`src/rtl/uart_pkg.sv`:
```
// Shared UART definitions: receiver state encoding, word-length select codes
// and small helpers used by both the receiver and the transmitter.
package uart_pkg;

    typedef enum logic [2:0] {
        RX_IDLE,
        RX_START,
        RX_DATA,
        RX_PARITY,
        RX_STOP
    } rx_state_e;

    localparam logic [1:0] WLS_5BIT = 2'b00;
    localparam logic [1:0] WLS_6BIT = 2'b01;
    localparam logic [1:0] WLS_7BIT = 2'b10;
    localparam logic [1:0] WLS_8BIT = 2'b11;

    // 2-of-3 majority used for the per-bit vote decision
    function automatic logic maj3(input logic [2:0] v);
        return (v[0] & v[1]) | (v[0] & v[2]) | (v[1] & v[2]);
    endfunction

    // Index of the last data bit for a given word length select (wls + 4)
    function automatic logic [2:0] last_bit_idx(input logic [1:0] w);
        return {1'b0, w} + 3'd4;
    endfunction

endpackage

```
`src/rtl/bit_sync.sv`:
```
// Two-flop synchronizer for a single asynchronous input bit, with a
// selectable reset value so idle-high lines come out of reset idle.
module bit_sync #(
    parameter logic RST_VAL = 1'b1
) (
    input  logic pclk,
    input  logic presetn,
    input  logic d,
    output logic q
);

    logic meta;

    always_ff @(posedge pclk or negedge presetn) begin
        if (!presetn) begin
            meta <= RST_VAL;
            q    <= RST_VAL;
        end else begin
            meta <= d;
            q    <= meta;
        end
    end

endmodule

```
`src/rtl/uart_rx.sv`:
```
// UART receiver: synchronizes rxd, majority-votes each bit on clock_gen pulses
// and reports one character per frame with parity/framing/break status.
module uart_rx
    import uart_pkg::*;
(
    input  logic       pclk,
    input  logic       presetn,
    input  logic       rxd,
    input  logic       voting_edge,
    input  logic       sample_edge,
    input  logic [1:0] wls,
    input  logic       pen,
    input  logic       eps,
    input  logic       stp,
    output logic       sample_clk_clr,
    output logic [7:0] rx_data,
    output logic       rx_valid,
    output logic       pe,
    output logic       fe,
    output logic       bi,
    output logic       rx_busy
);

    rx_state_e  state, state_next;

    logic       rxd_s;
    logic       rxd_h;
    logic [1:0] flush_cnt;
    logic       primed;
    logic       start_cond;

    logic [2:0] vote;
    logic [2:0] vote_now;
    logic       bit_val;

    logic [1:0] cfg_wls;
    logic       cfg_pen;
    logic       cfg_eps;
    logic       cfg_stp;
    logic [2:0] bit_cnt;
    logic [7:0] data;
    logic       pe_acc;
    logic       par_zero;
    logic       par_exp;

    logic       load_cfg;
    logic       shift_bit;
    logic       check_par;
    logic       finish;

    bit_sync #(.RST_VAL(1'b1)) u_rxd_sync (
        .pclk    (pclk),
        .presetn (presetn),
        .d       (rxd),
        .q       (rxd_s)
    );

    // The synchronizer's reset value must drain before a falling edge is
    // believed, so a line held low through reset never starts a frame.
    always_ff @(posedge pclk or negedge presetn) begin
        if (!presetn) begin
            rxd_h     <= 1'b1;
            flush_cnt <= '0;
        end else begin
            rxd_h <= rxd_s;
            if (flush_cnt != 2'd3) begin
                flush_cnt <= flush_cnt + 2'd1;
            end
        end
    end

    assign primed     = (flush_cnt == 2'd3);
    assign start_cond = primed & ~rxd_s & rxd_h;

    // A vote arriving together with the decision pulse is folded in first
    assign vote_now = voting_edge ? {vote[1:0], rxd_s} : vote;
    assign bit_val  = maj3(vote_now);

    always_ff @(posedge pclk or negedge presetn) begin
        if (!presetn) begin
            vote <= '0;
        end else if (sample_edge || load_cfg) begin
            vote <= '0;
        end else if (voting_edge) begin
            vote <= {vote[1:0], rxd_s};
        end
    end

    always_ff @(posedge pclk or negedge presetn) begin
        if (!presetn) begin
            state <= RX_IDLE;
        end else begin
            state <= state_next;
        end
    end

    always_comb begin
        state_next     = state;
        sample_clk_clr = 1'b0;
        load_cfg       = 1'b0;
        shift_bit      = 1'b0;
        check_par      = 1'b0;
        finish         = 1'b0;
        unique case (state)
            RX_IDLE: begin
                if (start_cond) begin
                    sample_clk_clr = 1'b1;
                    load_cfg       = 1'b1;
                    state_next     = RX_START;
                end
            end
            RX_START: begin
                if (sample_edge) begin
                    state_next = bit_val ? RX_IDLE : RX_DATA;
                end
            end
            RX_DATA: begin
                if (sample_edge) begin
                    shift_bit = 1'b1;
                    if (bit_cnt == last_bit_idx(cfg_wls)) begin
                        state_next = cfg_pen ? RX_PARITY : RX_STOP;
                    end
                end
            end
            RX_PARITY: begin
                if (sample_edge) begin
                    check_par  = 1'b1;
                    state_next = RX_STOP;
                end
            end
            RX_STOP: begin
                if (sample_edge) begin
                    finish     = 1'b1;
                    state_next = RX_IDLE;
                end
            end
            default: state_next = RX_IDLE;
        endcase
    end

    assign rx_busy = (state != RX_IDLE);

    // Unused upper data bits are cleared at start, so a full-width XOR is exact
    assign par_exp = cfg_stp ? ~cfg_eps : ((^data) ^ ~cfg_eps);

    always_ff @(posedge pclk or negedge presetn) begin
        if (!presetn) begin
            cfg_wls  <= '0;
            cfg_pen  <= 1'b0;
            cfg_eps  <= 1'b0;
            cfg_stp  <= 1'b0;
            bit_cnt  <= '0;
            data     <= '0;
            pe_acc   <= 1'b0;
            par_zero <= 1'b1;
        end else begin
            if (load_cfg) begin
                cfg_wls  <= wls;
                cfg_pen  <= pen;
                cfg_eps  <= eps;
                cfg_stp  <= stp;
                bit_cnt  <= '0;
                data     <= '0;
                pe_acc   <= 1'b0;
                par_zero <= 1'b1;
            end
            if (shift_bit) begin
                data[bit_cnt] <= bit_val;
                bit_cnt       <= bit_cnt + 3'd1;
            end
            if (check_par) begin
                pe_acc   <= (bit_val != par_exp);
                par_zero <= ~bit_val;
            end
        end
    end

    always_ff @(posedge pclk or negedge presetn) begin
        if (!presetn) begin
            rx_data  <= '0;
            rx_valid <= 1'b0;
            pe       <= 1'b0;
            fe       <= 1'b0;
            bi       <= 1'b0;
        end else begin
            rx_valid <= finish;
            pe       <= finish & pe_acc;
            fe       <= finish & ~bit_val;
            bi       <= finish & ~bit_val & par_zero & (data == '0);
            if (finish) begin
                rx_data <= data;
            end
        end
    end

endmodule
```
`config.mk`:
```
export PLATFORM = sky130hd
export DESIGN_NAME = uart_rx
export DESIGN_NICKNAME = d
export VERILOG_FILES = /design/src/rtl/uart_pkg.sv /design/src/rtl/bit_sync.sv /design/src/rtl/uart_rx.sv
export SDC_FILE = /design/constraint.sdc
export NUM_CORES = 1
export LEC_CHECK = 0
export CAP_MARGIN = 0
export CORE_UTILIZATION = 52
export DETAILED_ROUTE_END_ITERATION = 8
export GPL_TIMING_DRIVEN = 0
export PLACE_DENSITY = 0.77
export RECOVER_POWER = 25
export SETUP_SLACK_MARGIN = 0.15
export SKIP_CTS_REPAIR_TIMING = 1
export SYNTH_ARGS = -nofsm -noshare
export SYNTH_HDL_FRONTEND = slang
export SYNTH_SLANG_ARGS = --single-unit
export TNS_END_PERCENT = 5
```
`constraint.sdc`:
```
create_clock -name pclk -period 3 [get_ports pclk]
set_input_delay 0.6 -clock pclk [delete_from_list [all_inputs] [get_ports pclk]]
set_output_delay 0.6 -clock pclk [all_outputs]
set_load 0.005 [all_outputs]
```
==> impl_results.md <==
* Synthesized flop and latch total at 41
* Area growth from synthesis to layout at 19.8%
* CP max stage delay at 0.48 ns
* Setup TNS at 0 ns
* Sequential-to-total area share from yosys stat at 53.0%
* Reg area at 1030 µm²
* Stages on the worst setup path at 6
* TritonCTS Sinks at 41
* Die Y at 63.2 µm
* Total grt overflow at 0
* Pre-CTS WS at ~0.38 ns
* Post-synth net total at 190
* Max Cap Viol at 1
* CTS buffer count at 5
* Worst setup EP type: output pin
* Synth top area share at 47.6%
* Core area at roughly 3500 µm²
* Share of layout cells above drive strength 1 at 18.4%
* Gpl congestion at 0.836
* Power, Total at 0.00176 W
* Top post-synthesis cells by area: dfrtp_1 48%, dfstp_2 5.4%, mux2_2 5.2%
* Setup Skew at between 0.006 and 0.007 ns
* Synthesized area at 1940 µm²
* CP bufs+invs at 4
* TritonRoute pass-1 iters at 4
* Status: finished with violations
* Post-synthesis cell count at 174
* Synth area leader: dfrtp_1
* ANT nets after route at 0
* Min-Delay Path Class: flop to flop
* CTS tree: done
* Reg2Reg Depth at 5
* Flop-to-flop setup slack at 1.09 ns
* Fmax at 356 MHz
* Die ar. at 3990 µm²
* Die X at 63.2 µm
* WS Path Type: flop to output pin
* Most numerous cell in the Yosys netlist: dfrtp_1
* Largest net degree at the start of global routing at 42
* R2R Path Start: state[2]
* Initial Util at between 50% and 60%
* Most used DFF post-synth: dfrtp_1
* Vias per cell at 5.34
* Layout Nets at 222
* Max FO, Critical Path at 7
* Clock Tree Buf Depth at 2
* VDD IR max at 0.457 mV
* Async S/R FF share, synth at 100%
* Initial antenna violation count at 0
* CTS root buf: clkbuf_8
* CP Data Arrival Time at 2.21 ns
* Xor/xnor cell area share of the yosys netlist at 3.86%
* Io pins at 24
* Htree depth at 2
* Vias in the first global route at ~1400
* Row count at 21
* Final setup vio count at 0
* Routed WL at 3.53 mm
* Initial drt markers at 43
* Simple-gate portion of the synthesized area at between 10% and 20%
* Hpwl dp at 2.50 mm
* Crit-path cells: or3_4, or2_1, buf_6, inv_4, buf_8, clkdlybuf4s50_1
* Post-synthesis adder-cell area fraction at under 10%
* Antenna diodes at 0
* DRC viols at 0
* Startpoint types: flop
* Post-synth top cells: 37 x dfrtp_1, 26 x nand2_1, 12 x inv_1
* Worst Path Required at 2.40 ns
* First-pass GRT wire length at between 6 and 7 mm
* Cell Pwr Density at roughly 760 nW/µm²
* Compound-Gate Fraction of Synth Area at 8.75%
* Final Hold Fails at 0
* Average wire per standard cell at 13.9 µm
* Port Buffers at 21
* Final min period at 2.81 ns
* Mux cell area share after synthesis at approximately a tenth
* Largest family of logic cells by synthesized area: simple AND/OR/NAND/NOR gates
* Synth cell types at 43
* GRT Overall Usage at 20.6%
* Cell leakage power at 1.05 nW
* Worst R2R End: data[5]
* Area of the multi-input gates at 813 µm²
* CP Capture Point: sample_clk_clr
* Clk slew on worst S/H paths at about 0.08 ns
* Mean Syn Cell Area at 11.2 µm²
* Normalized max-slew margin at -36.9%
* Final worst slack at 0.191 ns
* RSZ-0062 raised after global routing: false
* Number of synthesized flops with an enable pin at 0
* Ys Warns at 0
* Fillers at 289
* Insertion delay to the later sink of the worst-skew pair at 0.29 ns
* Critical path's top delay family: buffers and inverters
* Pins over their slew limit at 42
* Routed via count at between 1000 and 1500
* Fin crit share at 93.6%
* Critical Path Start: state[2]
* Least-Margin Pin Slew at 2.05 ns
* Critical Path Slowest Stage Cell: clkdlybuf4s50_1
* Failing checks: capacitance limit, slew limit
logic make-up (layout without fill, tap and decap cells):
family          Yosys count  after routing
simple gates             56             56
flops                    41             41
compound gates           24             24
buf+inv                  21             54
mux                      19             19
xor+xnor                  7              7
fa+ha+maj                 6              6
metrics by stage:
step / hold WS [ns] / util [%] / instances / instance area [µm²]
2_1_floorplan: 0.304 / - / 174 / 1940
6_report: 0.368 / 67.1 / 253 / 2330
4_1_cts: 0.366 / 66.0 / 249 / 2290
3_3_place_gp: 0.350 / 63.8 / 241 / 2210
3_5_place_dp: 0.352 / 63.6 / 241 / 2210
5_1_grt: 0.373 / 67.1 / 253 / 2330
cells in the final DEF (no fill, tap or decap), types with 4 or more instances in the layout:
cell,netlist,final
xnor2_1,6,6
o21ai_0,6,6
clkbuf_1,2,4
a21oi_1,5,5
nand2_1,26,26
dfrtp_1,37,35
ha_1,6,6
clkbuf_8,0,5
clkdlybuf4s50_1,0,19
mux2i_1,10,10
nor2_1,6,6
mux2_2,9,9
inv_1,12,12
buf_4,2,5
nor3_1,4,4
worst min path at each step:
stage | start | endpoint | slack, ns | cells past startpoint
floorplan | presetn | bi | 0.30 | 0
global placement | u_rxd_sync.meta | u_rxd_sync.q | 0.35 | 0
detailed placement | u_rxd_sync.meta | u_rxd_sync.q | 0.35 | 0
CTS | u_rxd_sync.meta | u_rxd_sync.q | 0.37 | 0
global route | u_rxd_sync.meta | u_rxd_sync.q | 0.37 | 0
finish | u_rxd_sync.meta | u_rxd_sync.q | 0.37 | 0
sequential cells by signal (all words and copies together), names as in the netlist, 2 cells and up:
register   flops
vote           3
state          3
data           8
cfg_wls        2
rx_data        8
bit_cnt        3
flush_cnt      2
worst register-to-register path, cell delays in order, from the launching register on:
cell	delay (ns)
dfrtp_2	0.45
nand2b_1	0.26
nor3b_4	0.35
nand2_1	0.17
nor3b_1	0.36
mux2i_1	0.24
routing by layer:
layer	track usage, %	part of all wire (%)	vias to the layer above
met5	0	0	-
met4	9.01	1.8	0
met3	4.71	3.5	8
met2	31.2	49	29
met1	28.4	46	658
li1	-	-	656
power by group:
part | internal (W) | leakage [nW] | total (W) | switching, W
logic | 0.000347 | 0.481 | 0.000637 | 0.000290
clock network | 0.000161 | 0.0450 | 0.000341 | 0.000180
registers | 0.000683 | 0.526 | 0.000785 | 0.000102
cell type report:
cell class / count / area share [%]
inverters: 13 / 2.20
flip-flops and latches: 41 / 44.4
clock buffers: 6 / 3.12
plain buffers: 8 / 2.42
multi-input cells: 112 / 34.9
clock inverters: 2 / 0.430
well taps: 46 / 2.47
repair buffers: 25 / 10.0
Power figures use the tool's default switching activity.
